### config.mk
export PLATFORM = sky130hd
export DESIGN_NAME = exotiny_sim_ctrl
export DESIGN_NICKNAME = d
export VERILOG_FILES = /design/src/rtl/exotiny_sim_ctrl.sv
export SDC_FILE = /design/constraint.sdc
export NUM_CORES = 1
export LEC_CHECK = 0
export CAP_MARGIN = 20
export CORE_MARGIN = 2
export CORE_UTILIZATION = 46
export DETAILED_ROUTE_END_ITERATION = 10
export PLACE_DENSITY = 0.85
export SYNTH_ARGS = -nofsm -noshare
export SYNTH_HDL_FRONTEND = slang
export SYNTH_SLANG_ARGS = --single-unit
### constraint.sdc
create_clock -name clk_i -period 3.85 [get_ports clk_i]
set_clock_uncertainty 0.05 [all_clocks]
set_input_delay 1.155 -clock clk_i [delete_from_list [all_inputs] [get_ports clk_i]]
set_output_delay 1.155 -clock clk_i [all_outputs]
set_load 0.01 [all_outputs]
### src/rtl/exotiny_sim_ctrl.sv
// ---------------------------------------------------------------------------
// exotiny_sim_ctrl
//
// Simulation controller that sits next to exotiny_sim in top-level benches.
// It holds the SoC in reset for RST_CYCLES clocks, then lets it run while
// snooping bus writes:
//   * a write to TOHOST_ADDR with bit 0 set ends the run (value 1 = pass,
//     any other odd value = fail, code in the upper bits);
//   * a write to CONSOLE_ADDR emits one character;
//   * an optional cycle budget ends the run with a timeout.
//
// Ports
//   clk_i        clock
//   rst_i        asynchronous active-high reset
//   restart_i    re-run request, returns to the reset hold phase
//   wr_valid_i   bus write strobe (one cycle per write)
//   wr_addr_i    bus write address
//   wr_data_i    bus write data
//   soc_rst_no   active-low reset to the SoC
//   running_o    high while the SoC is running
//   done_o       high once a result (pass/fail/timeout) is reached
//   pass_o       high on pass
//   timeout_o    high on timeout
//   fail_code_o  wr_data_i[DATA_W-1:1] of the failing tohost write, else 0
//   cycles_o     number of RUN cycles (saturating, frozen once done)
//   char_valid_o one-cycle pulse per console write
//   char_o       last console character
// ---------------------------------------------------------------------------
module exotiny_sim_ctrl #(
    parameter int                ADDR_W         = 32,
    parameter int                DATA_W         = 32,
    parameter int                RST_CYCLES     = 100,
    parameter int                TIMEOUT_CYCLES = 100000,
    parameter int                CNT_W          = 32,
    parameter logic [ADDR_W-1:0] TOHOST_ADDR    = ADDR_W'(32'h0000_1000),
    parameter logic [ADDR_W-1:0] CONSOLE_ADDR   = ADDR_W'(32'h0000_1004)
) (
    input  logic              clk_i,
    input  logic              rst_i,
    input  logic              restart_i,
    input  logic              wr_valid_i,
    input  logic [ADDR_W-1:0] wr_addr_i,
    input  logic [DATA_W-1:0] wr_data_i,
    output logic              soc_rst_no,
    output logic              running_o,
    output logic              done_o,
    output logic              pass_o,
    output logic              timeout_o,
    output logic [DATA_W-2:0] fail_code_o,
    output logic [CNT_W-1:0]  cycles_o,
    output logic              char_valid_o,
    output logic [7:0]        char_o
);

    localparam int HOLD_W = (RST_CYCLES > 1) ? $clog2(RST_CYCLES) : 1;
    localparam logic [HOLD_W-1:0] HOLD_LAST    = HOLD_W'(RST_CYCLES - 1);
    localparam logic [CNT_W-1:0]  TIMEOUT_LAST = CNT_W'(TIMEOUT_CYCLES - 1);
    localparam logic              TIMEOUT_EN   = (TIMEOUT_CYCLES != 0);

    typedef enum logic [2:0] {
        S_HOLD,
        S_RUN,
        S_PASS,
        S_FAIL,
        S_TIMEOUT
    } state_t;

    state_t              state_q, state_d;
    logic [HOLD_W-1:0]   hold_q, hold_d;
    logic                soc_rst_n_q, soc_rst_n_d;
    logic                running_q, running_d;
    logic                done_q, done_d;
    logic                pass_q, pass_d;
    logic                timeout_q, timeout_d;
    logic [DATA_W-2:0]   fail_code_q, fail_code_d;
    logic [CNT_W-1:0]    cycles_q, cycles_d;
    logic                char_valid_q, char_valid_d;
    logic [7:0]          char_q, char_d;

    logic tohost_wr;
    logic console_wr;

    assign tohost_wr  = wr_valid_i && (wr_addr_i == TOHOST_ADDR);
    assign console_wr = wr_valid_i && (wr_addr_i == CONSOLE_ADDR);

    always_comb begin
        state_d      = state_q;
        hold_d       = hold_q;
        fail_code_d  = fail_code_q;
        cycles_d     = cycles_q;
        char_valid_d = 1'b0;
        char_d       = char_q;

        if (restart_i) begin
            // The console character deliberately survives a restart.
            state_d     = S_HOLD;
            hold_d      = '0;
            fail_code_d = '0;
            cycles_d    = '0;
        end else begin
            case (state_q)
                S_HOLD: begin
                    if (hold_q == HOLD_LAST) begin
                        state_d = S_RUN;
                    end else begin
                        hold_d = hold_q + 1'b1;
                    end
                end
                S_RUN: begin
                    if (!(&cycles_q)) begin
                        cycles_d = cycles_q + 1'b1;
                    end
                    // A terminating tohost write beats a timeout in the same cycle.
                    if (tohost_wr && wr_data_i[0]) begin
                        if (wr_data_i == DATA_W'(1)) begin
                            state_d = S_PASS;
                        end else begin
                            state_d     = S_FAIL;
                            fail_code_d = wr_data_i[DATA_W-1:1];
                        end
                    end else if (TIMEOUT_EN && (cycles_q == TIMEOUT_LAST)) begin
                        state_d = S_TIMEOUT;
                    end
                end
                default: ; // terminal states are sticky
            endcase

            // SoC reset is released in every state except HOLD.
            if (console_wr && (state_q != S_HOLD)) begin
                char_valid_d = 1'b1;
                char_d       = wr_data_i[7:0];
            end
        end

        // Status flags are registered copies of the next-state decode.
        soc_rst_n_d = (state_d != S_HOLD);
        running_d   = (state_d == S_RUN);
        pass_d      = (state_d == S_PASS);
        timeout_d   = (state_d == S_TIMEOUT);
        done_d      = (state_d == S_PASS) || (state_d == S_FAIL) || (state_d == S_TIMEOUT);
    end

    always_ff @(posedge clk_i or posedge rst_i) begin
        if (rst_i) begin
            state_q      <= S_HOLD;
            hold_q       <= '0;
            soc_rst_n_q  <= 1'b0;
            running_q    <= 1'b0;
            done_q       <= 1'b0;
            pass_q       <= 1'b0;
            timeout_q    <= 1'b0;
            fail_code_q  <= '0;
            cycles_q     <= '0;
            char_valid_q <= 1'b0;
            char_q       <= '0;
        end else begin
            state_q      <= state_d;
            hold_q       <= hold_d;
            soc_rst_n_q  <= soc_rst_n_d;
            running_q    <= running_d;
            done_q       <= done_d;
            pass_q       <= pass_d;
            timeout_q    <= timeout_d;
            fail_code_q  <= fail_code_d;
            cycles_q     <= cycles_d;
            char_valid_q <= char_valid_d;
            char_q       <= char_d;
        end
    end

    assign soc_rst_no   = soc_rst_n_q;
    assign running_o    = running_q;
    assign done_o       = done_q;
    assign pass_o       = pass_q;
    assign timeout_o    = timeout_q;
    assign fail_code_o  = fail_code_q;
    assign cycles_o     = cycles_q;
    assign char_valid_o = char_valid_q;
    assign char_o       = char_q;

endmodule

==> reports/metrics.cfg, run 1 <==
[logic_synthesis]
async_flop_share_pct = 100
yosys.cell_types.count = 47
synth_mux_area_share_pct = 9.18
synth_nets = 473
synth_top_family_by_area = simple AND/OR/NAND/NOR gates
synth-seq-area-share_pct = 49.9
post_synth.cell_area_avg_um2 = 10.8
most_used_standard_cell_by_instance_count_after_synthesis = sky130_fd_sc_hd__dfrtp_1
ys_dominant_reg_cell = sky130_fd_sc_hd__dfrtp_1
synth.yosys.warnings = 0
synthCells = 403
synth_xor_xnor_area_share_pct = 6.62
synthSimpleGateAreaFrac_pct = 26.6
synthDominantAreaCellType = sky130_fd_sc_hd__dfrtp_1
synth_top_cells_by_count = sky130_fd_sc_hd__dfrtp_1 (87), sky130_fd_sc_hd__nor2_1 (72), sky130_fd_sc_hd__mux2i_1 (31), sky130_fd_sc_hd__nand2_1 (19), sky130_fd_sc_hd__nor4_1 (18)
synth-seq-cells = 87
synth_compound_area_share_pct = 3.38
synth_edf_count = 0
synth.top_cell.area_share_pct = 49.9
synth.cell_area_um2 = 4360
synth_adder_area_share_pct = 0.574
synth.area.top_cells = sky130_fd_sc_hd__dfrtp_1 (50%), sky130_fd_sc_hd__mux2i_1 (7.1%), sky130_fd_sc_hd__nor2_1 (6.2%)

[detailed_routing]
drt.antenna.violating_nets = 0
dr.first_iter.drc_count = 156
wl_um = 10900
detailroute.via_count = 3651
dr_wl_met2_um = 5380
topRoutingLayerUsed = met4
length_of_routed_met3_wiring_um = 487
first_pass_iters = 4
wire_per_inst_um = 16.1
drc = 0
via_per_inst = 5.39
m1WireLength_um = 4820

[finish]
fin_nets = 613
num-fill-cells = 729
instances_no_fill = 677
flow.area_growth_from_synthesis_pct = 40.3
diodes = 0
final_layout_size_suffix_gt1_share_pct = 9.67

[timing]
period_minus_slack_ns = 3.23
final.setup.tns_ns = 0
maxSlewHeadroom_pct = 47.9
max_freq_mhz = 310
hold_viol_final = 0
final_setup_violation_count = 0
rsz0062_at_grt = no
maxSlewViolCount = 0
final_min_period_over_clock_period_pct = 83.9
worstMarginPinSlew_ns = 0.782

[placement]
placedCellCount = 661
hpwl_um = 7950
place.gp.congestion = 0.801
io_buffers = 144

[power]
combinationalPowerShare_pct = 7.0
power_per_cell_area_nw_per_um2 = 296
p_seq_share_pct = 50.7
clock_power_share_pct = 42.3
worst_ir_drop_on_vdd_v = 0.000190
switching_power_mw = 0.375
internal_power_mw = 1.44
switching_share_pct = 20.7
p_leak_nw = 2.49

[critical_path]
worst_path_buffer_plus_inverter_count = 2
critical_path.cell_chain = clkdlybuf4s50_1 > nor4_2 > nand4_2 > nor4b_4 > o211a_1 > buf_12 > mux2i_1 > nor2_1
endpoint_kind = register
r2r_setup_slack_ns = 1.34
slowest_library_cell_on_the_worst_path = sky130_fd_sc_hd__clkdlybuf4s50_1
critPathArrivalTime_ns = 3.37
crit-reg2reg-capture = cycles_o[29]
nature_of_the_critical_path_startpoint = primary input
worst_path_dominant_cell_family = simple AND/OR/NAND/NOR gates
criticalPathCategory = primary input to register
crit_cells = 8
crit_fanout = 31
critPathRequiredTime_ns = 3.99
r2r_start = cycles_o[4]
timing.critical_path.slowest_cell_delay_ns = 0.43
r2r_cells = 6

[global_routing]
grt.overflow.total = 0
grt_max_degree = 88
first_global_vias = 3666
grt_first_pass_wirelength_um = 17600
antenna_found_initial = 0
grt.total_usage_pct = 21.8

[outcome]
outcome = finished clean

[floorplanning]
boundaryPins = 145
core_area_um2 = 9240
initial_cell_density_of_the_core_pct = 47.2
die_span_in_x_um = 101
num_rows = 35
die-height_um = 101
die_area_um2 = 10300

[clock_tree]
worst_skew_pair.late_latency_ns = 0.35
cts_root_buf = sky130_fd_sc_hd__clkbuf_8
numClockSinks = 87
cts_tree = done
cts_repair_resize_count = 0
hold_buffers = 0
cts.clk_slew.worst_paths_ns = 0.08
cts-htree-levels = 3
cts_made_buffers = 9
ctsLongestPathBuffers = 2
post_cts_setup_buffer_count = 0

[run]
maxCapViolCount = 0

[hold_path]
hold_path_startpoint = char_o[2]
worst_hold_path.num_cells = 1
worstHoldPathType = register to register
min_to = char_o[2]

==> power by group through the flow <==
| stage | sequential (mW) | clock (mW) | combinational [mW] |
|---|---|---|---|
| floorplan | 0.936 | 0 | 0.0363 |
| global placement | 0.936 | 0 | 0.125 |
| detailed placement | 0.936 | 0 | 0.128 |
| CTS | 0.918 | 0.776 | 0.129 |
| global route | 0.918 | 0.820 | 0.138 |
| finish | 0.918 | 0.766 | 0.127 |
==> layout make-up <==
| type | count | area (um^2) | area share [%] |
|---|---|---|---|
| clock buffer | 11 | 141 | 2.31 |
| clock inverter | 5 | 105 | 1.72 |
| inverter | 4 | 16.3 | 0.266 |
| multi-input combinational | 292 | 2020 | 33.0 |
| sequential | 87 | 2180 | 35.6 |
| tap | 129 | 161 | 2.64 |
| timing repair buffer | 149 | 1500 | 24.5 |
==> cells by family after synthesis <==
group                    after synthesis
AO/OA/AOI/OAI                         20
XOR/XNOR                              33
adder cells (fa/ha/maj)                2
buffers and inverters                 24
flip-flops                            87
multiplexers                          39
AND/OR/NAND/NOR                      198
==> per-layer routing <==
metal	GRT usage [%]	vias up
li1	-	1721
met1	28.3	1795
met4	9.56	0
met2	36.6	115
met3	3.17	20
met5	0	-
==> how the worst max path moves through the flow <==
| stage | startpoint | end | slack [ns] |
|---|---|---|---|
| floorplan | rst_i | char_o[0] | 0.39 |
| global placement | wr_addr_i[26] | fail_code_o[10] | 0.38 |
| detailed placement | wr_addr_i[26] | fail_code_o[24] | 0.27 |
| CTS | wr_addr_i[26] | fail_code_o[0] | 0.61 |
| global route | wr_addr_i[26] | fail_code_o[4] | 0.47 |
| finish | wr_addr_i[26] | fail_code_o[0] | 0.62 |
==> per-stage QoR <==
step	area, um^2	hold slack, ns	worst slack (ns)	total power, mW	utilization (%)
CTS	6120	0.468	0.606	1.82	66.2
global placement	5870	0.442	0.384	1.06	63.6
global route	6120	0.480	0.472	1.88	66.2
finish	6120	0.465	0.622	1.81	66.2
detailed placement	5870	0.450	0.272	1.06	63.6
floorplan	4360	0.455	0.395	0.972	-
==> state kept, by name, indices dropped and copies added (netlist names), 3 cells and up <==
signal / cells
char_o: 8
state_q: 3
fail_code_o: 31
hold_q: 7
cycles_o: 32
==> placed cells by master (no fill, tap or decap), types with 8 or more instances in the layout <==
master / synthesis / layout
sky130_fd_sc_hd__clkbuf_8: 0 / 10
sky130_fd_sc_hd__xor2_1: 17 / 17
sky130_fd_sc_hd__nor4_1: 18 / 18
sky130_fd_sc_hd__mux2i_1: 31 / 31
sky130_fd_sc_hd__and4_1: 8 / 8
sky130_fd_sc_hd__dfrtp_1: 87 / 87
sky130_fd_sc_hd__nand4_1: 13 / 13
sky130_fd_sc_hd__nand3_1: 14 / 14
sky130_fd_sc_hd__mux2_2: 8 / 8
sky130_fd_sc_hd__and3_1: 9 / 9
sky130_fd_sc_hd__xnor2_1: 16 / 16
sky130_fd_sc_hd__nor3_1: 8 / 8
sky130_fd_sc_hd__nor2_1: 72 / 72
sky130_fd_sc_hd__nand2_1: 19 / 19
sky130_fd_sc_hd__a21oi_1: 8 / 8
sky130_fd_sc_hd__clkdlybuf4s50_1: 0 / 143
(Power assumes the default switching activity.)
==> inputs of run 2 (changes only) <==
--- a/config.mk
+++ b/config.mk
@@ -7,9 +7,9 @@
 export LEC_CHECK = 0
 export CAP_MARGIN = 20
 export CORE_MARGIN = 2
-export CORE_UTILIZATION = 46
+export CORE_UTILIZATION = 42
 export DETAILED_ROUTE_END_ITERATION = 10
-export PLACE_DENSITY = 0.85
+export PLACE_DENSITY = 0.82
 export SYNTH_ARGS = -nofsm -noshare
 export SYNTH_HDL_FRONTEND = slang
 export SYNTH_SLANG_ARGS = --single-unit
==> constraint.sdc (replaced) <==
create_clock -name clk_i -period 2.6 [get_ports clk_i]
set_clock_uncertainty 0.05 [all_clocks]
set_input_delay 0.78 -clock clk_i [delete_from_list [all_inputs] [get_ports clk_i]]
set_output_delay 0.78 -clock clk_i [all_outputs]
set_load 0.01 [all_outputs]
==> reports/metrics.cfg, run 2 (synthesis results as in run 1) <==
[global_routing]
first_global_vias = 3823  ; was 3666
grt_first_pass_wirelength_um = 18400  ; was 17600 um
grt_max_degree = 88  ; unchanged
grt.overflow.total = 0  ; unchanged
grt.total_usage_pct = 20.5  ; was 21.8%
antenna_found_initial = 0  ; unchanged

[clock_tree]
cts_tree = done  ; unchanged
worst_skew_pair.late_latency_ns = 0.35  ; about the same
cts_made_buffers = 9  ; unchanged
cts-htree-levels = 3  ; unchanged
cts_root_buf = sky130_fd_sc_hd__clkbuf_8  ; unchanged
hold_buffers = 0  ; unchanged
numClockSinks = 87  ; unchanged
ctsLongestPathBuffers = 2  ; unchanged
cts.clk_slew.worst_paths_ns = 0.08  ; about the same

[finish]
flow.area_growth_from_synthesis_pct = 45.7  ; was 40.3%
ff_latch_area_um2 = 2180  ; unchanged
largest_reg_flops = 32  ; unchanged
final_layout_size_suffix_gt1_share_pct = 15.0  ; was 9.67%
layout.cells.most_common = sky130_fd_sc_hd__clkdlybuf4s50_1  ; unchanged
multi_input_comb_area_um2 = 2090  ; was 2020 um^2
fin_nets = 637  ; was 613
finalInstanceArea_um2 = 6350  ; was 6120 um^2
commonest_cells_after_routing_fill_and_taps_aside = sky130_fd_sc_hd__clkdlybuf4s50_1 (111), sky130_fd_sc_hd__dfrtp_1 (87), sky130_fd_sc_hd__nor2_1 (72)  ; was sky130_fd_sc_hd__clkdlybuf4s50_1 (143), sky130_fd_sc_hd__dfrtp_1 (87), sky130_fd_sc_hd__nor2_1 (72)
finish.utilization_pct = 62.4  ; was 66.2%
num-fill-cells = 839  ; was 729
diodes = 0  ; unchanged

[timing]
final_critical_path_setup_slack_ns = 0.0607  ; was 0.622 ns
worstMarginPinSlew_ns = 0.738  ; was 0.782 ns
period_minus_slack_ns = 2.54
max_freq_mhz = 394
hold_slack_final_ns = 0.461  ; was 0.465 ns
maxSlewViolCount = 0  ; unchanged
final_setup_violation_count = 0  ; unchanged
hold_viol_final = 0  ; unchanged
maxSlewHeadroom_pct = 50.4  ; was 47.9%
final_min_period_over_clock_period_pct = 97.7

[power]
p_seq_share_pct = 54.6  ; was 50.7%
switching_power_mw = 0.560  ; was 0.375 mW
power_per_cell_area_nw_per_um2 = 391  ; was 296 nW/um^2
internal_power_mw = 1.93  ; was 1.44 mW
worst_ir_drop_on_vdd_v = 0.000258  ; was 0.000190 V
total_power_consumption_mw = 2.49  ; was 1.81 mW
combinationalPowerShare_pct = 7.9  ; was 7.0%
p_leak_nw = 2.71  ; was 2.49 nW
switching_share_pct = 22.5  ; was 20.7%
clock_power_share_pct = 37.4  ; was 42.3%

[detailed_routing]
wl_um = 11200  ; was 10900 um
wire_per_inst_um = 15.9  ; was 16.1 um
via_per_inst = 5.29  ; was 5.39
detailroute.via_count = 3746  ; was 3651
first_pass_iters = 4  ; unchanged
dr.first_iter.drc_count = 226  ; was 156
drc = 0  ; unchanged
drt.antenna.violating_nets = 0  ; unchanged

[floorplanning]
num_rows = 37  ; was 35
die-height_um = 106  ; was 101 um
core_area_um2 = 10200  ; was 9240 um^2
initial_cell_density_of_the_core_pct = 42.8  ; was 47.2%
die_span_in_x_um = 106  ; was 101 um
boundaryPins = 145  ; unchanged
die_area_um2 = 11200  ; was 10300 um^2

[placement]
hpwl_um = 8210  ; was 7950 um
place.gp.congestion = 0.836  ; was 0.801
place_area_um2 = 6050  ; was 5870 um^2
io_buffers = 144  ; unchanged
place_ws_ns = -0.495  ; was 0.272 ns

[critical_path]
slowest_library_cell_on_the_worst_path = sky130_fd_sc_hd__clkdlybuf4s50_1  ; unchanged
crit-reg2reg-capture = cycles_o[3]  ; was cycles_o[29]
crit_fanout = 3  ; was 31
critical_path.cell_chain = clkdlybuf4s50_1 > nor4_1 > nand4_1 > o211a_4 > buf_4 > or3_4 > a21oi_2  ; was clkdlybuf4s50_1 > nor4_2 > nand4_2 > nor4b_4 > o211a_1 > buf_12 > mux2i_1 > nor2_1
endpoint_kind = register  ; unchanged
critPathRequiredTime_ns = 2.83  ; was 3.99 ns
worst_path_buffer_plus_inverter_count = 2  ; unchanged
crit_path_start = wr_data_i[25]  ; was wr_addr_i[26]
r2r_start = cycles_o[0]  ; was cycles_o[4]
r2r_cells = 7  ; was 6
timing.critical_path.slowest_cell_delay_ns = 0.45  ; was 0.43 ns
critPathArrivalTime_ns = 2.77  ; was 3.37 ns
nature_of_the_critical_path_startpoint = primary input  ; unchanged
worst_path_dominant_cell_family = simple AND/OR/NAND/NOR gates  ; unchanged
criticalPathCategory = primary input to register  ; unchanged
r2r_setup_slack_ns = 0.21  ; was 1.34 ns

[hold_path]
worstHoldPathType = register to register  ; unchanged
min_to = char_o[6]  ; was char_o[2]
worst_hold_path.num_cells = 1  ; unchanged
hold_path_startpoint = char_o[6]  ; was char_o[2]

[run]
maxCapViolCount = 0  ; unchanged

[outcome]
outcome = finished clean  ; unchanged

run 2: cell count changes in the layout (fill, tap and decap cells not counted), sizes merged:
cell / delta
buf: +24
bufinv: -2
clkbuf: +1
clkdlybuf4s15: +4
clkdlybuf4s50: -32
clkinv: +2
clkinvlp: -1
dlygate4sd2: +19
dlymetal6s2s: +9
run 2: how the worst max path moves through the flow:
stage / slack [ns] / cells after the start / end
3_5_place_dp: -0.49 / 8 / pass_o
3_3_place_gp: -0.46 / 8 / pass_o
2_1_floorplan: 0.11 / 8 / fail_code_o[10]
4_1_cts: 0.007 / 8 / pass_o
6_report: 0.06 / 7 / pass_o
5_1_grt: -0.00007 / 8 / pass_o
run 2: power by group through the flow:
stage,clock [mW],sequential [mW],combinational [mW]
2_1_floorplan,0,1.39,0.0541
3_3_place_gp,0,1.39,0.201
3_5_place_dp,0,1.39,0.205
4_1_cts,0.950,1.36,0.199
5_1_grt,1.00,1.36,0.216
6_report,0.931,1.36,0.197
run 2: stage by stage:
step | cells | setup TNS (ns)
after floorplan | 403 | 0
after global placement | 688 | -15.52
after detailed placement | 688 | -18.57
after CTS | 708 | 0
after global routing | 708 | -0.0000695
final | 708 | 0
run 2: what timing repair did:
item / 4_1_cts / 5_1_grt
resized for setup: 31 / 19
cloned: 1 / 0
buffers inserted: 3 / 0
endpoints found under the hold margin: 0 / 0
endpoints found under the setup margin: 34 / 28
pin swaps: 13 / 11
run 2: cell type report:
cell class                      count  area share (%)
Tap cell                          136            2.68
Clock buffer                       12            2.28
Inverter                            4           0.295
Sequential cell                    87            34.3
Multi-Input combinational cell    292            32.9
Timing Repair Buffer              173            26.9
Clock inverter                      4           0.709
run 2: routing by layer:
metal | global-route usage (%) | wire length (um) | part of all wire [%] | vias up
met4 | 10.5 | 370 | 3.3 | 0
li1 | - | - | - | 1758
met5 | 0 | 0 | 0 | -
met1 | 26.4 | 4770 | 43 | 1828
met3 | 2.45 | 469 | 4.2 | 30
met2 | 34.3 | 5610 | 50 | 130
==> inputs of run 3 (changes only) <==
--- a/config.mk
+++ b/config.mk
@@ -5,9 +5,9 @@
 export SDC_FILE = /design/constraint.sdc
 export NUM_CORES = 1
 export LEC_CHECK = 0
+export ABC_AREA = 1
 export CAP_MARGIN = 20
-export CORE_MARGIN = 2
-export CORE_UTILIZATION = 42
+export CORE_UTILIZATION = 43
 export DETAILED_ROUTE_END_ITERATION = 10
 export PLACE_DENSITY = 0.82
 export SYNTH_ARGS = -nofsm -noshare
==> reports/metrics.cfg, run 3 <==
[timing]
hold_slack_final_ns = 0.455  ; was 0.461 ns
final_min_period_over_clock_period_pct = 88.7  ; was 97.7%
rsz0062_at_grt = no
final_setup_violation_count = 0  ; unchanged
period_minus_slack_ns = 2.31  ; was 2.54 ns
final_critical_path_setup_slack_ns = 0.293  ; was 0.0607 ns
maxSlewHeadroom_pct = 60.4  ; was 50.4%
max_freq_mhz = 433  ; was 394 MHz
maxSlewViolCount = 0  ; unchanged
worstMarginPinSlew_ns = 0.593  ; was 0.738 ns
hold_viol_final = 0  ; unchanged
final.setup.tns_ns = 0  ; unchanged

[logic_synthesis]
synth_nets = 751  ; was 473
most_used_standard_cell_by_instance_count_after_synthesis = sky130_fd_sc_hd__nand2_1  ; was sky130_fd_sc_hd__dfrtp_1
synth.cell_area_um2 = 4840  ; was 4360 um^2
synthDominantAreaCellType = sky130_fd_sc_hd__dfrtp_1  ; unchanged
synth-seq-cells = 87  ; unchanged
post_synth.cell_area_avg_um2 = 7.11  ; was 10.8 um^2
ys_dominant_reg_cell = sky130_fd_sc_hd__dfrtp_1  ; unchanged
synth-seq-area-share_pct = 45.0  ; was 49.9%
synth_edf_count = 0  ; unchanged
synthCells = 681  ; was 403
synth.area.top_cells = sky130_fd_sc_hd__dfrtp_1 (45%), sky130_fd_sc_hd__nand2_1 (13%), sky130_fd_sc_hd__nand3_1 (7.8%)  ; was sky130_fd_sc_hd__dfrtp_1 (50%), sky130_fd_sc_hd__mux2i_1 (7.1%), sky130_fd_sc_hd__nor2_1 (6.2%)
synth_top_cells_by_count = sky130_fd_sc_hd__nand2_1 (162), sky130_fd_sc_hd__nor2_1 (96), sky130_fd_sc_hd__inv_1 (91), sky130_fd_sc_hd__dfrtp_1 (87), sky130_fd_sc_hd__nand3_1 (75)  ; was sky130_fd_sc_hd__dfrtp_1 (87), sky130_fd_sc_hd__nor2_1 (72), sky130_fd_sc_hd__mux2i_1 (31), sky130_fd_sc_hd__nand2_1 (19), sky130_fd_sc_hd__nor4_1 (18)
async_flop_share_pct = 100  ; unchanged
yosys.cell_types.count = 30  ; was 47
synth.top_cell.area_share_pct = 45.0  ; was 49.9%
synth.yosys.warnings = 0  ; unchanged

[critical_path]
crit-reg2reg-capture = cycles_o[27]  ; was cycles_o[3]
critPathRequiredTime_ns = 1.77  ; was 2.83 ns
crit_fanout = 7  ; was 3
r2r_start = cycles_o[0]  ; unchanged
nature_of_the_critical_path_startpoint = register  ; was primary input
r2r_setup_slack_ns = 0.44  ; was 0.21 ns
slowest_library_cell_on_the_worst_path = sky130_fd_sc_hd__clkdlybuf4s50_1  ; unchanged
criticalPathCategory = register to output pin  ; was primary input to register
r2r_cells = 10  ; was 7
worst_path_buffer_plus_inverter_count = 1  ; was 2
endpoint_kind = output pin  ; was register
timing.critical_path.slowest_cell_delay_ns = 0.60  ; was 0.45 ns
critPathArrivalTime_ns = 1.48  ; was 2.77 ns
worst_path_dominant_cell_family = buffers and inverters  ; was simple AND/OR/NAND/NOR gates
critical_path.cell_chain = clkdlybuf4s50_1  ; was clkdlybuf4s50_1 > nor4_1 > nand4_1 > o211a_4 > buf_4 > or3_4 > a21oi_2

[global_routing]
grt.overflow.total = 0  ; unchanged
grt_first_pass_wirelength_um = 22700  ; was 18400 um
grt.total_usage_pct = 24.7  ; was 20.5%
first_global_vias = 4927  ; was 3823
grt_max_degree = 38  ; was 88
antenna_found_initial = 0  ; unchanged

[clock_tree]
ctsLongestPathBuffers = 2  ; unchanged
cts.clk_slew.worst_paths_ns = 0.10  ; was 0.08 ns
cts-htree-levels = 3  ; unchanged
cts_root_buf = sky130_fd_sc_hd__clkbuf_8  ; unchanged
hold_buffers = 0  ; unchanged
worst_skew_pair.late_latency_ns = 0.36  ; was 0.35 ns
cts_repair_resize_count = 0  ; was 31
cts_made_buffers = 9  ; unchanged
numClockSinks = 87  ; unchanged
cts_tree = done  ; unchanged
post_cts_setup_buffer_count = 0  ; was 3

[floorplanning]
die-height_um = 108  ; was 106 um
num_rows = 38  ; was 37
boundaryPins = 145  ; unchanged
die_span_in_x_um = 108  ; was 106 um
core_area_um2 = 10900  ; was 10200 um^2
initial_cell_density_of_the_core_pct = 44.5  ; was 42.8%
die_area_um2 = 11700  ; was 11200 um^2

[detailed_routing]
detailroute.via_count = 4897  ; was 3746
dr.first_iter.drc_count = 239  ; was 226
drt.antenna.violating_nets = 0  ; unchanged
drc = 0  ; unchanged
first_pass_iters = 5  ; was 4
via_per_inst = 5.03  ; was 5.29
wire_per_inst_um = 13.7  ; was 15.9 um
wl_um = 13300  ; was 11200 um

[finish]
largest_reg_flops = 32  ; unchanged
final_layout_size_suffix_gt1_share_pct = 5.40  ; was 15.0%
fin_nets = 900  ; was 637
flow.area_growth_from_synthesis_pct = 39.4  ; was 45.7%
commonest_cells_after_routing_fill_and_taps_aside = sky130_fd_sc_hd__nand2_1 (162), sky130_fd_sc_hd__clkdlybuf4s50_1 (144), sky130_fd_sc_hd__nor2_1 (96)  ; was sky130_fd_sc_hd__clkdlybuf4s50_1 (111), sky130_fd_sc_hd__dfrtp_1 (87), sky130_fd_sc_hd__nor2_1 (72)
instances_no_fill = 974  ; was 708
layout.cells.most_common = sky130_fd_sc_hd__nand2_1  ; was sky130_fd_sc_hd__clkdlybuf4s50_1
diodes = 0  ; unchanged

[hold_path]
min_to = char_o[7]  ; was char_o[6]
worst_hold_path.num_cells = 2  ; was 1
hold_path_startpoint = char_o[7]  ; was char_o[6]
worstHoldPathType = register to register  ; unchanged

[placement]
placedCellCount = 959  ; was 688
place.gp.congestion = 0.933  ; was 0.836
place_ws_ns = -0.0904  ; was -0.495 ns
io_buffers = 144  ; unchanged
hpwl_um = 10100  ; was 8210 um

[outcome]
outcome = finished clean  ; unchanged

[power]
power_per_cell_area_nw_per_um2 = 404  ; was 391 nW/um^2
p_leak_nw = 3.03  ; was 2.71 nW
worst_ir_drop_on_vdd_v = 0.000238  ; was 0.000258 V

[run]
maxCapViolCount = 0  ; unchanged

run 3: cell count changes after synthesis, moves of 13 or more:
cell and delta:
sky130_fd_sc_hd__inv_1 +87, sky130_fd_sc_hd__mux2i_1 -31, sky130_fd_sc_hd__nand2_1 +143, sky130_fd_sc_hd__nand3_1 +61
sky130_fd_sc_hd__nor2_1 +24, sky130_fd_sc_hd__nor4_1 -16, sky130_fd_sc_hd__o21ai_0 +66, sky130_fd_sc_hd__xnor2_1 -13
run 3: worst max-delay path by stage:
stage | startpoint | endpoint | cells after the start
after floorplan | wr_addr_i[1] | fail_code_o[13] | 8
after global placement | wr_addr_i[1] | done_o | 11
after detailed placement | wr_addr_i[1] | fail_code_o[5] | 9
after CTS | cycles_o[12] | cycles_o[12] | 1
after global routing | wr_addr_i[12] | done_o | 13
final | cycles_o[12] | cycles_o[12] | 1
run 3: stage by stage:
stage                     total power [mW]  cell area [um^2]  utilization [%]
after detailed placement              1.67              6530             60.0
after CTS                             2.75              6750             62.0
after floorplan                       1.51              4850                -
after global routing                  2.84              6750             62.0
after global placement                1.67              6530             60.0
final                                 2.72              6750             62.0
run 3: routing by layer:
layer	part of all wire [%]	vias up	GRT usage, %
li1	-	2465	-
met1	41	2229	28.8
met2	49	176	43.2
met3	7.2	27	7.17
met4	2.2	0	8.41
met5	0	-	0
run 3: report_power, final:
part	switching [mW]	internal (mW)
logic	0.127	0.138
registers	0.0123	1.36
clock network	0.532	0.554
run 3: logic make-up after synthesis:
logic type	after synthesis	share of synthesized area [%]
AO/OA/AOI/OAI	85	8.89
XOR/XNOR	11	1.99
adder cells (fa/ha/maj)	2	0.517
buffers and inverters	116	9.53
flip-flops	87	45.0
AND/OR/NAND/NOR	380	34.1
run 3: final cells by class:
| type | count | area (um^2) |
|---|---|---|
| clock inverters | 6 | 97.6 |
| repair buffers | 161 | 1620 |
| well taps | 140 | 175 |
| multi-input cells | 478 | 2200 |
| flip-flops and latches | 87 | 2180 |
| fillers | 989 | 4140 |
| clock buffers | 9 | 124 |
| inverters | 93 | 353 |
